==> src/rtl/uart_ctrl_pkg.sv <==
`default_nettype none
// ============================================================================
//  Module      : uart_ctrl_pkg
//  Description : Shared types and defaults for the UART TX scheduler slice.
//  Revision    : 1.0  initial release
// ============================================================================
package uart_ctrl_pkg;

  // Scheduler sequence: grant, then one state per TX strobe, then frame wait
  typedef enum logic [2:0] {
    ST_IDLE  = 3'd0,
    ST_LOAD  = 3'd1,
    ST_READY = 3'd2,
    ST_START = 3'd3,
    ST_WAIT  = 3'd4
  } state_e;

  localparam int NUM_REQ_DEFAULT      = 4;
  localparam int DATA_W_DEFAULT       = 8;
  localparam int FRAME_CYCLES_DEFAULT = 10;

endpackage : uart_ctrl_pkg
`default_nettype wire

==> src/rtl/rr_arbiter.sv <==
`default_nettype none
// ============================================================================
//  Module      : rr_arbiter
//  Description : Combinational round-robin pick. Returns the first set request
//                at or after the pointer, wrapping past NUM_REQ-1 to 0.
//  Revision    : 1.0  initial release
// ============================================================================
module rr_arbiter #(
  parameter int NUM_REQ = 4,
  parameter int PTR_W   = $clog2(NUM_REQ)
) (
  input  logic [NUM_REQ-1:0] req,
  input  logic [PTR_W-1:0]   pointer,
  output logic [NUM_REQ-1:0] grant,
  output logic [PTR_W-1:0]   grant_idx,
  output logic               any_req
);

  // One extra bit so pointer+offset never overflows before the wrap
  logic [PTR_W:0]   w_sum;
  logic [PTR_W-1:0] w_idx;

  // Scan requesters in rotated order; the first hit wins
  always_comb begin
    grant     = '0;
    grant_idx = '0;
    any_req   = 1'b0;
    w_sum     = '0;
    w_idx     = '0;
    for (int off = 0; off < NUM_REQ; off++) begin
      w_sum = {1'b0, pointer} + (PTR_W+1)'(off);
      if (w_sum >= (PTR_W+1)'(NUM_REQ)) begin
        w_sum = w_sum - (PTR_W+1)'(NUM_REQ);
      end
      w_idx = w_sum[PTR_W-1:0];
      if (!any_req && req[w_idx]) begin
        any_req      = 1'b1;
        grant[w_idx] = 1'b1;
        grant_idx    = w_idx;
      end
    end
  end

endmodule : rr_arbiter
`default_nettype wire

==> src/rtl/uart_tx_scheduler.sv <==
`default_nettype none
// ============================================================================
//  Module      : uart_tx_scheduler
//  Description : Round-robin sharing of one UART TX block among NUM_REQ byte
//                requesters. Latches the winning byte, issues the load /
//                byte-ready / start strobes and holds off further grants
//                until the frame has shifted out.
//  Revision    : 1.0  initial release
// ============================================================================
module uart_tx_scheduler
  import uart_ctrl_pkg::*;
#(
  parameter int NUM_REQ      = NUM_REQ_DEFAULT,
  parameter int DATA_W       = DATA_W_DEFAULT,
  parameter int FRAME_CYCLES = FRAME_CYCLES_DEFAULT
) (
  input  logic                        clk,
  input  logic                        reset,
  input  logic [NUM_REQ-1:0]          req,
  input  logic [NUM_REQ*DATA_W-1:0]   req_data,
  output logic [NUM_REQ-1:0]          ack,
  output logic                        busy,
  output logic [$clog2(NUM_REQ)-1:0]  grant_id,
  output logic [DATA_W-1:0]           data_bus,
  output logic                        load_XMT_register,
  output logic                        Byte_ready,
  output logic                        T_byte
);

  localparam int ID_W  = $clog2(NUM_REQ);
  localparam int CNT_W = $clog2(FRAME_CYCLES + 1);

  state_e             state_q, state_d;
  logic [ID_W-1:0]    ptr_q, ptr_d;
  logic [CNT_W-1:0]   cnt_q, cnt_d;
  logic [ID_W-1:0]    grant_id_q, grant_id_d;
  logic [DATA_W-1:0]  data_q, data_d;
  logic [NUM_REQ-1:0] ack_q, ack_d;
  logic               busy_q, busy_d;
  logic               load_q, load_d;
  logic               ready_q, ready_d;
  logic               tbyte_q, tbyte_d;

  logic [NUM_REQ-1:0] w_arb_grant;
  logic [ID_W-1:0]    w_arb_idx;
  logic               w_any_req;

  rr_arbiter #(
    .NUM_REQ (NUM_REQ),
    .PTR_W   (ID_W)
  ) u_rr_arbiter (
    .req       (req),
    .pointer   (ptr_q),
    .grant     (w_arb_grant),
    .grant_idx (w_arb_idx),
    .any_req   (w_any_req)
  );

  // State and output registers; reset abandons any frame in flight
  always_ff @(posedge clk or negedge reset) begin
    if (!reset) begin
      state_q    <= ST_IDLE;
      ptr_q      <= '0;
      cnt_q      <= '0;
      grant_id_q <= '0;
      data_q     <= '0;
      ack_q      <= '0;
      busy_q     <= 1'b0;
      load_q     <= 1'b0;
      ready_q    <= 1'b0;
      tbyte_q    <= 1'b0;
    end else begin
      state_q    <= state_d;
      ptr_q      <= ptr_d;
      cnt_q      <= cnt_d;
      grant_id_q <= grant_id_d;
      data_q     <= data_d;
      ack_q      <= ack_d;
      busy_q     <= busy_d;
      load_q     <= load_d;
      ready_q    <= ready_d;
      tbyte_q    <= tbyte_d;
    end
  end

  // Next-state logic; strobes are registered so each lands one clk after its state
  always_comb begin
    state_d    = state_q;
    ptr_d      = ptr_q;
    cnt_d      = cnt_q;
    grant_id_d = grant_id_q;
    data_d     = data_q;
    busy_d     = busy_q;
    ack_d      = '0;
    load_d     = 1'b0;
    ready_d    = 1'b0;
    tbyte_d    = 1'b0;
    case (state_q)
      ST_IDLE: begin
        if (w_any_req) begin
          grant_id_d = w_arb_idx;
          for (int i = 0; i < NUM_REQ; i++) begin
            if (w_arb_idx == ID_W'(i)) begin
              data_d = req_data[i*DATA_W +: DATA_W];
            end
          end
          ack_d   = w_arb_grant;
          busy_d  = 1'b1;
          state_d = ST_LOAD;
        end
      end
      ST_LOAD: begin
        load_d  = 1'b1;
        state_d = ST_READY;
      end
      ST_READY: begin
        ready_d = 1'b1;
        state_d = ST_START;
      end
      ST_START: begin
        tbyte_d = 1'b1;
        cnt_d   = CNT_W'(FRAME_CYCLES - 1);
        state_d = ST_WAIT;
      end
      ST_WAIT: begin
        if (cnt_q == '0) begin
          busy_d  = 1'b0;
          ptr_d   = (grant_id_q == ID_W'(NUM_REQ - 1)) ? '0 : grant_id_q + 1'b1;
          state_d = ST_IDLE;
        end else begin
          cnt_d = cnt_q - 1'b1;
        end
      end
      default: begin
        state_d = ST_IDLE;
      end
    endcase
  end

  assign ack               = ack_q;
  assign busy              = busy_q;
  assign grant_id          = grant_id_q;
  assign data_bus          = data_q;
  assign load_XMT_register = load_q;
  assign Byte_ready        = ready_q;
  assign T_byte            = tbyte_q;

endmodule : uart_tx_scheduler
`default_nettype wire

==> config.mk <==
export PLATFORM = sky130hd
export DESIGN_NAME = uart_tx_scheduler
export DESIGN_NICKNAME = d
export VERILOG_FILES = /design/src/rtl/uart_ctrl_pkg.sv /design/src/rtl/rr_arbiter.sv /design/src/rtl/uart_tx_scheduler.sv
export SDC_FILE = /design/constraint.sdc
export NUM_CORES = 1
export LEC_CHECK = 0
export CAP_MARGIN = 20
export CORE_ASPECT_RATIO = 0.6
export CORE_UTILIZATION = 45
export DETAILED_ROUTE_END_ITERATION = 12
export PLACE_DENSITY = 0.87
export REMOVE_ABC_BUFFERS = 1
export SETUP_SLACK_MARGIN = 0.1
export SLEW_MARGIN = 25
export SYNTH_ARGS = -nofsm -noshare
export SYNTH_HDL_FRONTEND = slang
export SYNTH_HIERARCHICAL = 1
export SYNTH_SLANG_ARGS = --single-unit
==> constraint.sdc <==
create_clock -name clk -period 4.5 [get_ports clk]
set_input_delay 0.675 -clock clk [delete_from_list [all_inputs] [get_ports clk]]
set_output_delay 0.675 -clock clk [all_outputs]
set_load 0.01 [all_outputs]
==> reports/qor.yml <==
cells_and_area:
  nNetsFinal: 231
  final_layout_size_suffix_gt1_frac: 0.189
  final_cell_count_no_fill: 230
  antennaDiodeCount: 0
  stdcell_area_mm2: 0.00230
  area_delta_synth_final_pct: 36.1
  n_fill_cell: 243
synthesis:
  synth_area_mm2: 0.00169
  synth_seq_area_share: 0.400
  synthArstFlopShare: 1.00
  synth_most_common_cell: "dfrtp_1"
  syn_avg_cell_area_um2: 12.7
  synth_flop_cell: "dfrtp_1"
  synth_area_leaders: "dfrtp_1, mux4_2, mux2_2, ha_1, a22oi_1"
  ys_types: 38
  synth_commonest_cells: "dfrtp_1, mux2_2, mux4_2, a22oi_1"
  synth_edf_count: 0
  ys_ff_latch: 27
  yosysWarnings: 6
  yosys.area.top_type_share: 0.400
  synthCells: 133
  yosys.area.top_type: "dfrtp_1"
clock_network:
  tritoncts: "yes"
  post_cts_buffers: 0
  cts_buffer_depth: 2
  cts_root_buffer: "clkbuf_8"
  cts_hold_buf: 0
  insertion_delay_ps: 270
  cts_sinks: 27
  post_cts_resized: 0
  cts_made_buffers: 3
  htree_levels: 1
  clkTransAtPathRegs_ps: 90
grt:
  grt_start_max_net_pins: 28
  antenna_found_initial: 0
  grt_overflow: 0
  track_usage: 0.194
  grt_pass1_wl_um: 5820
  grt_pass1_vias: 1288
run_status:
  status: "complete, no violations"
power_and_ir_drop:
  leakage_uw: 0.000913
  p_switching_uw: 490
  p_comb_frac: 0.577
  power.total_uw: 1330
  pwr-share-clk: 0.102
  switching_share: 0.368
  p_per_area_mw_per_mm2: 578
  vdd_drop_max_mv: 0.319
  pwr-share-seq: 0.320
  p_int_uw: 840
timing:
  fmax_mhz: 291
  finalSetupViolations: 0
  slew_headroom: 0.463
  slew_violations: 0
  finalSetupTns_ps: 0
  rsz0062_at_grt: "no"
  tightestPinTransition_ps: 803
  min_period_ps: 3430
  fin_worst_skew_ps: 0.948
  hold_viol_final: 0
  final.period_utilization: 0.763
worst_setup_path:
  crit_chain: "inv_1 -> ha_1 -> mux4_2 -> and2b_2 -> o21ai_0 -> o31ai_4 -> mux4_2 -> mux2_2"
  critPathMaxStageDelay_ps: 710
  crit_fanout: 14
  crit_path_top_delay_cell: "dfrtp_1"
  cp_common_cell: "mux4_2"
  rr_worst_depth: 8
  required_ps: 4670
  critical_path_class: "flip-flop to flip-flop"
  cp.arrival_ps: 3600
  crit_path_end_kind: "flip-flop"
  crit_path_start_kind: "flip-flop"
routing:
  vias_per_cell: 5.73
  wire_per_inst_um: 15.2
  drc: 0
  drt_iter0_markers: 65
  detail-route-antenna-nets: 0
  first_pass_iters: 4
  routed_wl_um: 3490
  vias: 1318
floorplanning:
  num_io_pins: 56
  die_x_um: 81.1
  die-area_mm2: 0.00401
  start_util: 0.494
  rows: 16
  core_mm2: 0.00342
  die_h_um: 49.5
placed_design:
  gp_congestion: 0.848
  place_inst: 226
  place_area_mm2: 0.00225
  port_buffers: 55
  hpwl_um: 2810
min_path:
  hp-class: "primary input to asynchronous set/reset pin"
run:
  cap_violations: 0
-- registers in the layout, indices dropped and copies added, names as in the netlist --
register and cells:
Byte_ready 1, T_byte 1, ack 4, busy 1
cnt_q 4, data_bus 8, grant_id 2, load_XMT_register 1
ptr_q 2, state_q 3
-- cell type report --
type / instances / area (um2) / area share
clock buffer: 3 / 41.3 / 0.0179
clock inverter: 1 / 5.00 / 0.00218
sequential: 27 / 676 / 0.294
multi-input combinational: 92 / 951 / 0.413
timing repair buffer: 55 / 546 / 0.237
tap: 45 / 56.3 / 0.0245
inverter: 7 / 26.3 / 0.0114
-- metal layers --
metal	vias up	wire length (um)	global-route usage
met3	4	295	0.0741
met4	0	22	0.0387
met2	55	1700	0.326
met5	-	0	0
li1	614	-	-
met1	645	1470	0.237
-- final timing paths --
check | slack [ps] | end | start
worst min register to register | 500 | busy | busy
worst max register to register | 1070 | data_bus[3] | ptr_q[0]
worst min-delay path | 390 | cnt_q[2] | reset
worst max-delay path | 1070 | data_bus[3] | ptr_q[0]
min in group clk | 500 | busy | busy
max in group asynchronous | 3740 | grant_id[0] | reset
-- power by group through the flow --
stage / Clock [uW] / Sequential, uW / Combinational [uW]
2_1_floorplan: 0 / 446 / 468
3_3_place_gp: 0 / 422 / 731
3_5_place_dp: 0 / 430 / 771
4_1_cts: 140 / 427 / 773
5_1_grt: 151 / 442 / 826
6_report: 136 / 426 / 768
-- stage by stage --
step	hold slack (ps)	worst slack (ps)	util
after global placement	465	634	0.658
after detailed placement	476	850	0.659
final	386	1070	0.672
after floorplan	379	900	-
after CTS	411	1080	0.672
after global routing	428	883	0.672
-- cells by family after synthesis --
kind of cell | count (synthesis) | synth area share
and+or+nand+nor | 32 | 0.133
adders and majority gates | 7 | 0.0518
buffers and inverters | 14 | 0.0459
AOI/OAI and AO/OA | 26 | 0.107
DFF | 27 | 0.400
muxes | 27 | 0.263
-- cell usage in the layout (no fill, tap or decap), types with 2 or more instances in the layout --
cell type,synthesis,routed
inv_1,7,7
nand3_1,3,3
o21ai_0,7,7
nor2_1,7,7
clkdlybuf4s50_1,0,54
mux2_2,13,13
a22oi_1,8,8
o211ai_1,3,3
mux2i_1,2,2
dfrtp_1,27,27
nor4b_4,2,2
mux4_1,2,2
and2_1,5,5
mux4_2,10,10
nor3b_1,2,2
clkbuf_8,0,3
nand2b_1,2,2
ha_1,7,7
-- critical path, delay by kind of cell (launching register included) --
kind                     cells  cell delay, ps
AO/OA/AOI/OAI                2             410
adder cells (fa/ha/maj)      1             400
buffers and inverters        1             160
flip-flops                   1             710
multiplexers                 3            1310
AND/OR/NAND/NOR              1             320
Note: power is estimated with default switching activity, not from simulation.
